===== src/rtl/leap_wb_buffer_pkg.sv =====
// rtl/leap_wb_buffer_pkg.sv - Shared types for the leapt-writeback buffer
package leap_wb_buffer_pkg;

  typedef logic [31:0] rv32i_word;

  typedef struct packed {
    logic [4:0] rd;
    rv32i_word  data;
  } lwb_entry_t;

  typedef enum logic [1:0] {
    LWB_IDLE,
    LWB_CAPTURE,
    LWB_DRAIN
  } lwb_state_t;

endpackage


===== src/rtl/lwb_fwd_search.sv =====
// rtl/lwb_fwd_search.sv - Youngest-match search over the live buffer entries
import leap_wb_buffer_pkg::*;

module lwb_fwd_search #(
  parameter int DEPTH = 4
) (
  input  lwb_entry_t [DEPTH-1:0]       entries,
  input  logic [$clog2(DEPTH)-1:0]     head,
  input  logic [$clog2(DEPTH):0]       count,
  input  logic [4:0]                   addr,
  output logic                         hit,
  output rv32i_word                    data
);

  localparam int PW = $clog2(DEPTH);
  localparam int CW = PW + 1;

  logic [PW-1:0] idx;

  // Walk oldest to youngest from head; a later match overrides, so the youngest wins
  always_comb begin
    hit  = 1'b0;
    data = '0;
    idx  = '0;
    for (int i = 0; i < DEPTH; i++) begin
      idx = head + PW'(i);
      if (CW'(i) < count && addr != 5'd0 && entries[idx].rd == addr) begin
        hit  = 1'b1;
        data = entries[idx].data;
      end
    end
  end

endmodule


===== src/rtl/leap_wb_buffer.sv =====
// rtl/leap_wb_buffer.sv - In-order retire buffer for writebacks that leapt a cache miss (forwarding under LEAP_FWD_EN)
import leap_wb_buffer_pkg::*;

module leap_wb_buffer #(
  parameter int DEPTH = 4
) (
  input  logic        clk,
  input  logic        rst,
  input  logic        wb_valid,
  input  logic [4:0]  wb_rd,
  input  logic [31:0] wb_data,
  input  logic        mem_done,
  input  logic [4:0]  fwd_rs1_addr,
  input  logic [4:0]  fwd_rs2_addr,
  output logic        fwd_rs1_hit,
  output logic        fwd_rs2_hit,
  output logic [31:0] fwd_rs1_data,
  output logic [31:0] fwd_rs2_data,
  output logic        full,
  output logic        drain_busy,
  output logic        rf_we,
  output logic [4:0]  rf_rd,
  output logic [31:0] rf_data,
  output logic        ovf
);

  localparam int PW = $clog2(DEPTH);
  localparam int CW = PW + 1;

  lwb_state_t              state;
  lwb_entry_t [DEPTH-1:0]  entries;
  logic [PW-1:0]           head;
  logic [PW-1:0]           tail;
  logic [CW-1:0]           count;

  logic wr_nz;
  logic push;
  logic pop;

  assign wr_nz = wb_valid && (wb_rd != 5'd0);
  assign push  = wr_nz && (state != LWB_DRAIN) && !full;
  assign pop   = (state == LWB_DRAIN);

  assign full       = (count == CW'(DEPTH));
  assign drain_busy = (state == LWB_DRAIN);
  assign rf_we      = (state == LWB_DRAIN);
  assign rf_rd      = rf_we ? entries[head].rd   : 5'd0;
  assign rf_data    = rf_we ? entries[head].data : 32'd0;

  // Entry storage needs no reset: count gates every read of it
  always_ff @(posedge clk) begin
    if (push) begin
      entries[tail] <= '{rd: wb_rd, data: wb_data};
    end
  end

  // Pointers, occupancy, sticky overflow and the capture/drain FSM
  always_ff @(posedge clk) begin
    if (!rst) begin
      state <= LWB_IDLE;
      head  <= '0;
      tail  <= '0;
      count <= '0;
      ovf   <= 1'b0;
    end else begin
      if (push) tail <= tail + PW'(1);
      if (pop)  head <= head + PW'(1);
      count <= count + CW'(push) - CW'(pop);
      if (wr_nz && (full || state == LWB_DRAIN)) ovf <= 1'b1;
      case (state)
        // IDLE behaves like CAPTURE: a leaper arriving with mem_done drains at once
        LWB_IDLE, LWB_CAPTURE: begin
          if (mem_done && (count != '0 || push)) state <= LWB_DRAIN;
          else if (push)                         state <= LWB_CAPTURE;
          else if (mem_done)                     state <= LWB_IDLE;
        end
        LWB_DRAIN: begin
          if (count == CW'(1)) state <= LWB_IDLE;
        end
        default: state <= LWB_IDLE;
      endcase
    end
  end

`ifdef LEAP_FWD_EN
  lwb_fwd_search #(.DEPTH(DEPTH)) u_fwd_rs1 (
    .entries (entries),
    .head    (head),
    .count   (count),
    .addr    (fwd_rs1_addr),
    .hit     (fwd_rs1_hit),
    .data    (fwd_rs1_data)
  );

  lwb_fwd_search #(.DEPTH(DEPTH)) u_fwd_rs2 (
    .entries (entries),
    .head    (head),
    .count   (count),
    .addr    (fwd_rs2_addr),
    .hit     (fwd_rs2_hit),
    .data    (fwd_rs2_data)
  );
`else
  logic unused_fwd;
  assign unused_fwd   = ^{fwd_rs1_addr, fwd_rs2_addr};
  assign fwd_rs1_hit  = 1'b0;
  assign fwd_rs2_hit  = 1'b0;
  assign fwd_rs1_data = 32'd0;
  assign fwd_rs2_data = 32'd0;
`endif

endmodule


===== config.mk =====
export PLATFORM = sky130hd
export DESIGN_NAME = leap_wb_buffer
export DESIGN_NICKNAME = d
export VERILOG_FILES = /design/src/rtl/leap_wb_buffer_pkg.sv /design/src/rtl/lwb_fwd_search.sv /design/src/rtl/leap_wb_buffer.sv
export SDC_FILE = /design/constraint.sdc
export NUM_CORES = 1
export LEC_CHECK = 0
export BUFFER_PORTS_ARGS = -buffer_cell sky130_fd_sc_hd__clkbuf_2
export CAP_MARGIN = 20
export CORE_MARGIN = 2
export CORE_UTILIZATION = 54
export DETAILED_ROUTE_END_ITERATION = 6
export PLACE_DENSITY = 0.78
export SETUP_SLACK_MARGIN = 0.4
export SYNTH_ARGS = -nofsm -noshare
export SYNTH_HDL_FRONTEND = slang
export SYNTH_SLANG_ARGS = --single-unit

===== constraint.sdc =====
create_clock -name clk -period 2.3 [get_ports clk]
set_input_delay 0.23 -clock clk [delete_from_list [all_inputs] [get_ports clk]]
set_output_delay 0.23 -clock clk [all_outputs]
set_load 0.02 [all_outputs]

Yosys cells after proc, flatten, opt, wreduce, memory -nomap -nowiden --
Cells that the tools add are included. Widths: inputs -> output; s select.
Word-level totals: input port bits 51, logic and storage cells 53, output and inout port bits 107, bits in registers 158
Cells by class: reduce and logical (&&, ||, !) cells 14, muxes and demuxes 12, $lt $le $gt $ge 3, add/sub/neg operators 4, equality and inequality tests 7
Operators with widths (count):
- $bwmux 148 | 1
- $bmux 37 s2 | 1
- $demux 37 s2 | 1
- $mux 37 | 2
- $mux 32 | 1
- $mux 2 | 4
- $logic_and 1x1->1 | 6
- $lt 2x3->1 const B | 2
- $mux 5 | 1
- $reduce_bool 5->1 | 1
- $add 2x1->2 const B | 2
- $ne 4x4->1 const B | 1
- $pmux 2 s2 | 1
- $add 3x1->3 | 1
- $eq 3x1->1 const B | 1
- $eq 3x3->1 const B | 1
- $reduce_bool 3->1 | 1
- $sub 3x1->3 | 1
- $eq 2x1->1 const B | 1
- $eq 2x2->1 const B | 1
- $ge 2x1->1 const B | 1
- $logic_not 2->1 | 1
- $logic_or 1x1->1 | 2
- $ne 2x1->1 const B | 1
- other kinds (4) | 4

Logic depth before layout (Yosys ltp) --
word-level depth 8, gate-level depth with buffers 8, gate-level depth less buffers 8

Least setup slack after synthesis --
OpenSTA, ideal clock, no wires.
path type register to register, start register count[2], end register entries[111] (netlist bit) (enable), period minus slack after synthesis 2168 ps, cell stages (with the launch flop) 4, arrival time 1770 ps, library setup time 398 ps, required time 1902 ps, path buffers 0, path slack 132 ps, cell sequence dfxtp_1 nor3b_2 nor3_4 and2_1
On the way: longest elaborated chain between the ends 3
RTL lines:
- start, declared | line leap_wb_buffer.sv:34 | logic [CW-1:0] count;
- start signal, assigned | line leap_wb_buffer.sv:68 | count <= count + CW'(push) - CW'(pop);
- $eq 3x3->1 | line leap_wb_buffer.sv:44 | assign full = (count == CW'(DEPTH));
- via full | line leap_wb_buffer.sv:19 | output logic full,
- $logic_not 1->1 | line leap_wb_buffer.sv:41 | assign push = wr_nz && (state != LWB_DRAIN) && !full;
- $logic_and 1x1->1 | line leap_wb_buffer.sv:41
- end signal, assigned by index | line leap_wb_buffer.sv:53 | entries[tail] <= '{rd: wb_rd, data: wb_data};
- end, declared | line leap_wb_buffer.sv:31 | lwb_entry_t [DEPTH-1:0] entries;
The timed path passes the listed nets, and every way through them passes these cells. A chain may end at the register's enable or synchronous reset.

Final worst setup path --
start register head[0], end output port rf_data[22]
On the way: longest elaborated chain between the ends 3
RTL lines:
- start, declared | line leap_wb_buffer.sv:32 | logic [PW-1:0] head;
- start signal, assigned | line leap_wb_buffer.sv:67 | if (pop) head <= head + PW'(1);
- $bmux 37 s2 | line leap_wb_buffer.sv:48 | assign rf_data = rf_we ? entries[head].data : 32'd0;
- $mux 37 (not written as such) | line leap_wb_buffer.sv:48
- $mux 32 | line leap_wb_buffer.sv:48
- end, declared | line leap_wb_buffer.sv:23 | output logic [31:0] rf_data,
Every way passes these cells. The select of a mux whose other input is x is not followed.

==> metrics.csv <==
stage;metric;value;unit
outcome;status;complete, no violations;
pwr;maximum VDD drop;0.000790;V
timing;RSZ-0062 raised after global routing;true;
synthesis;Adder-Cell Fraction of Synth Area;1.24;%
synthesis;synthesized netlist cell count;359;
detailed_routing;Pre-Repair DR Iteration Count;4;
timing;Setup Viol. Count Final;0;
pwr;pwr/cell area;1120;nW/um^2
synthesis;Ys Warns;0;
detailed_routing;final wirelength;11.3;mm
clock_tree;cts bufs inserted;17;
finish;commonest non-fill, non-tap cell in the layout;edfxtp_1;
synthesis;Synth Area in XOR/XNOR;0.527;%
timing;fmax;475;MHz
timing;setup TNS;0;ns
timing;Period minus WS final;2.10;ns
global_route;largest net degree at the start of global routing;39;
finish;layout cell share with drive strength beyond 1;46.2;%
setup_path;Crit. End Element;output port;
setup_path;kind of critical path;reg2out;
clock_tree;H-tree depth;4;
floorplanning;chip width;115;um
clock_tree;clk slew on worst S/H paths;0.06;ns
clock_tree;clk sinks;158;
timing;Worst Clk Skew;0.00869;ns
timing;Slew Limit Fails;0;
global_route;Total GRT Usage;18.0;%
pwr;static leakage;3.01;nW
detailed_routing;DRC;0;
synthesis;Yosys cell types;32;
clock_tree;Root Buffer;clkbuf_16;
flow_run;number of max-cap violations;0;
floorplanning;io pins;158;
detailed_routing;vias per inst;5.19;
global_route;vias in the first global route;3240;
setup_path;CP required;2.07;ns
finish;area of the multi-input gates;1770;um^2
floorplanning;die area;13200;um^2
detailed_routing;antenna viol nets, final;0;
synthesis;Post-synth EDFFs;148;
finish;highest-count cells in the layout ignoring fill and taps;edfxtp_1 (148), conb_1 (66), clkbuf_2 (45), mux4_2 (37), and2_4 (34);
detailed_routing;initial DRC count;158;
timing;Final period util;91.5;%
finish;final core utilization;68.0;%
clock_tree;Clock Latency Late Sink;0.41;ns
synthesis;post-synthesis mux area share;12.8;%
synthesis;synthesized cell area;6650;um^2
synthesis;largest family of logic cells by synthesized area;multiplexers;
placement;Final HPWL DP;6.58;mm
pwr;total power;9.14;mW
timing;final hold vios;0;
floorplanning;die span in y;115;um
finish;Layout fillers;776;
setup_path;Max Fanout on Critical Path;8;
synthesis;Compound-Gate Fraction of Synth Area;0.847;%
floorplanning;core box area;12000;um^2
clock_tree;CTS tree;built;
floorplanning;starting density of the core;55.4;%
finish;Nets;525;
synthesis;simple-gate share of the synthesized area;5.80;%
detailed_routing;average wire per standard cell;18.0;um
worst_hold_path;worst min path class;in2reg;
synthesis;sequential area share after synthesis;69.9;%
floorplanning;# rows;40;
synthesis;Async S/R FF share, synth;0;%
synthesis;Mapped Avg Cell Area;18.5;um^2
finish;fin area;8170;um^2
finish;# diodes;0;
finish;Layout area overhead;22.9;%
placement;port bufs;81;
synthesis;commonest register cell after synthesis;edfxtp_1;
placement;routability cong.;0.702;
clock_tree;clk buf depth;2;
placement;placed instance area;7100;um^2
setup_path;crit start category;register;
synthesis;#FFs+latches synth;158;
finish;sequential cell area;4650;um^2
global_route;first-pass GRT wire length;17.1;mm
global_route;gr ovfl total;0;
global_route;initial antenna violation count;0;
setup_path;Critical Path AT;1.87;ns
detailed_routing;via count;3259;
==> report_power, final <==
group | total (mW) | leakage, nW | internal [mW] | switching (mW)
logic | 2.61 | 1.28 | 1.37 | 1.24
clock network | 2.86 | 0.286 | 1.73 | 1.13
registers | 3.67 | 1.43 | 3.55 | 0.125
==> flip-flops by register name, summed over array words and instances, names as in the netlist <==
register	flops
count	3
ovf	1
tail	2
head	2
entries	148
state	2
==> worst max-delay path: stages (launching register included) <==
cell and delay [ns]:
dfxtp_4 0.37, buf_6 0.14, buf_12 0.14, mux4_2 0.51, and2_4 0.18, buf_8 0.12
==> cells by family (layout without fill, tap and decap cells) <==
kind of cell | Yosys count | count (layout)
AO/OA/AOI/OAI | 6 | 6
adder cells (fa/ha/maj) | 6 | 6
multiplexers | 39 | 39
XOR/XNOR | 4 | 4
buffers and inverters | 84 | 141
other | 1 | 66
flip-flops | 158 | 158
AND/OR/NAND/NOR | 61 | 61
==> final timing paths <==
check	start	end	slack, ns	depth (start not counted)
worst max register to register	count[1]	entries[121]	0.48	5
worst max-delay path	head[0]	rf_data[22]	0.20	5
worst min register to register	state[1]	state[0]	0.48	1
worst min-delay path	wb_data[2]	entries[2]	0.03	1
==> final cells by class <==
class | count | area share [%]
Sequential cell | 158 | 56.9
Multi-Input combinational cell | 182 | 21.6
Timing Repair Buffer | 104 | 11.6
Clock buffer | 18 | 5.25
Tap cell | 147 | 2.25
Clock inverter | 14 | 2.20
Inverter | 5 | 0.230
==> what timing repair did <==
| item | CTS | global route |
|---|---|---|
| resized for setup | 17 | 130 |
| hold buffers | 1 | 0 |
| gates cloned | 0 | 1 |
| endpoints found under the hold margin | 1 | 0 |
| pin swaps | 0 | 2 |
| setup endpoints to repair | 39 | 37 |
| buffers inserted | 7 | 3 |
==> per-stage QoR <==
step                cells  hold WS [ns]  worst slack [ns]
floorplan             424         0.306             0.272
detailed placement    584         0.422             0.128
CTS                   624        0.0148             0.151
global route          628        0.0143             0.135
finish                628        0.0296             0.195
global placement      584         0.412             0.148
==> cells in the mapped netlist (2+ instances only) <==
master	count	area (um^2)
mux4_2	37	833
buf_2	5	25.0
mux2i_1	2	20.0
and2_2	3	22.5
buf_6	2	22.5
and2_1	40	250
ha_1	5	62.6
edfxtp_1	148	4440
clkbuf_1	5	18.8
inv_1	4	15.0
buf_4	67	503
dfxtp_1	10	200
xnor2_1	3	26.3
nor2_1	6	22.5
nand2_1	5	18.8
==> per-layer routing <==
layer	GRT usage (%)	up-vias	routed length [um]
met5	0	-	0
met4	7.31	0	173
met3	5.90	16	646
met2	30.1	146	5950
met1	21.8	1643	4540
li1	-	1454	-
(Power assumes the default switching activity.)
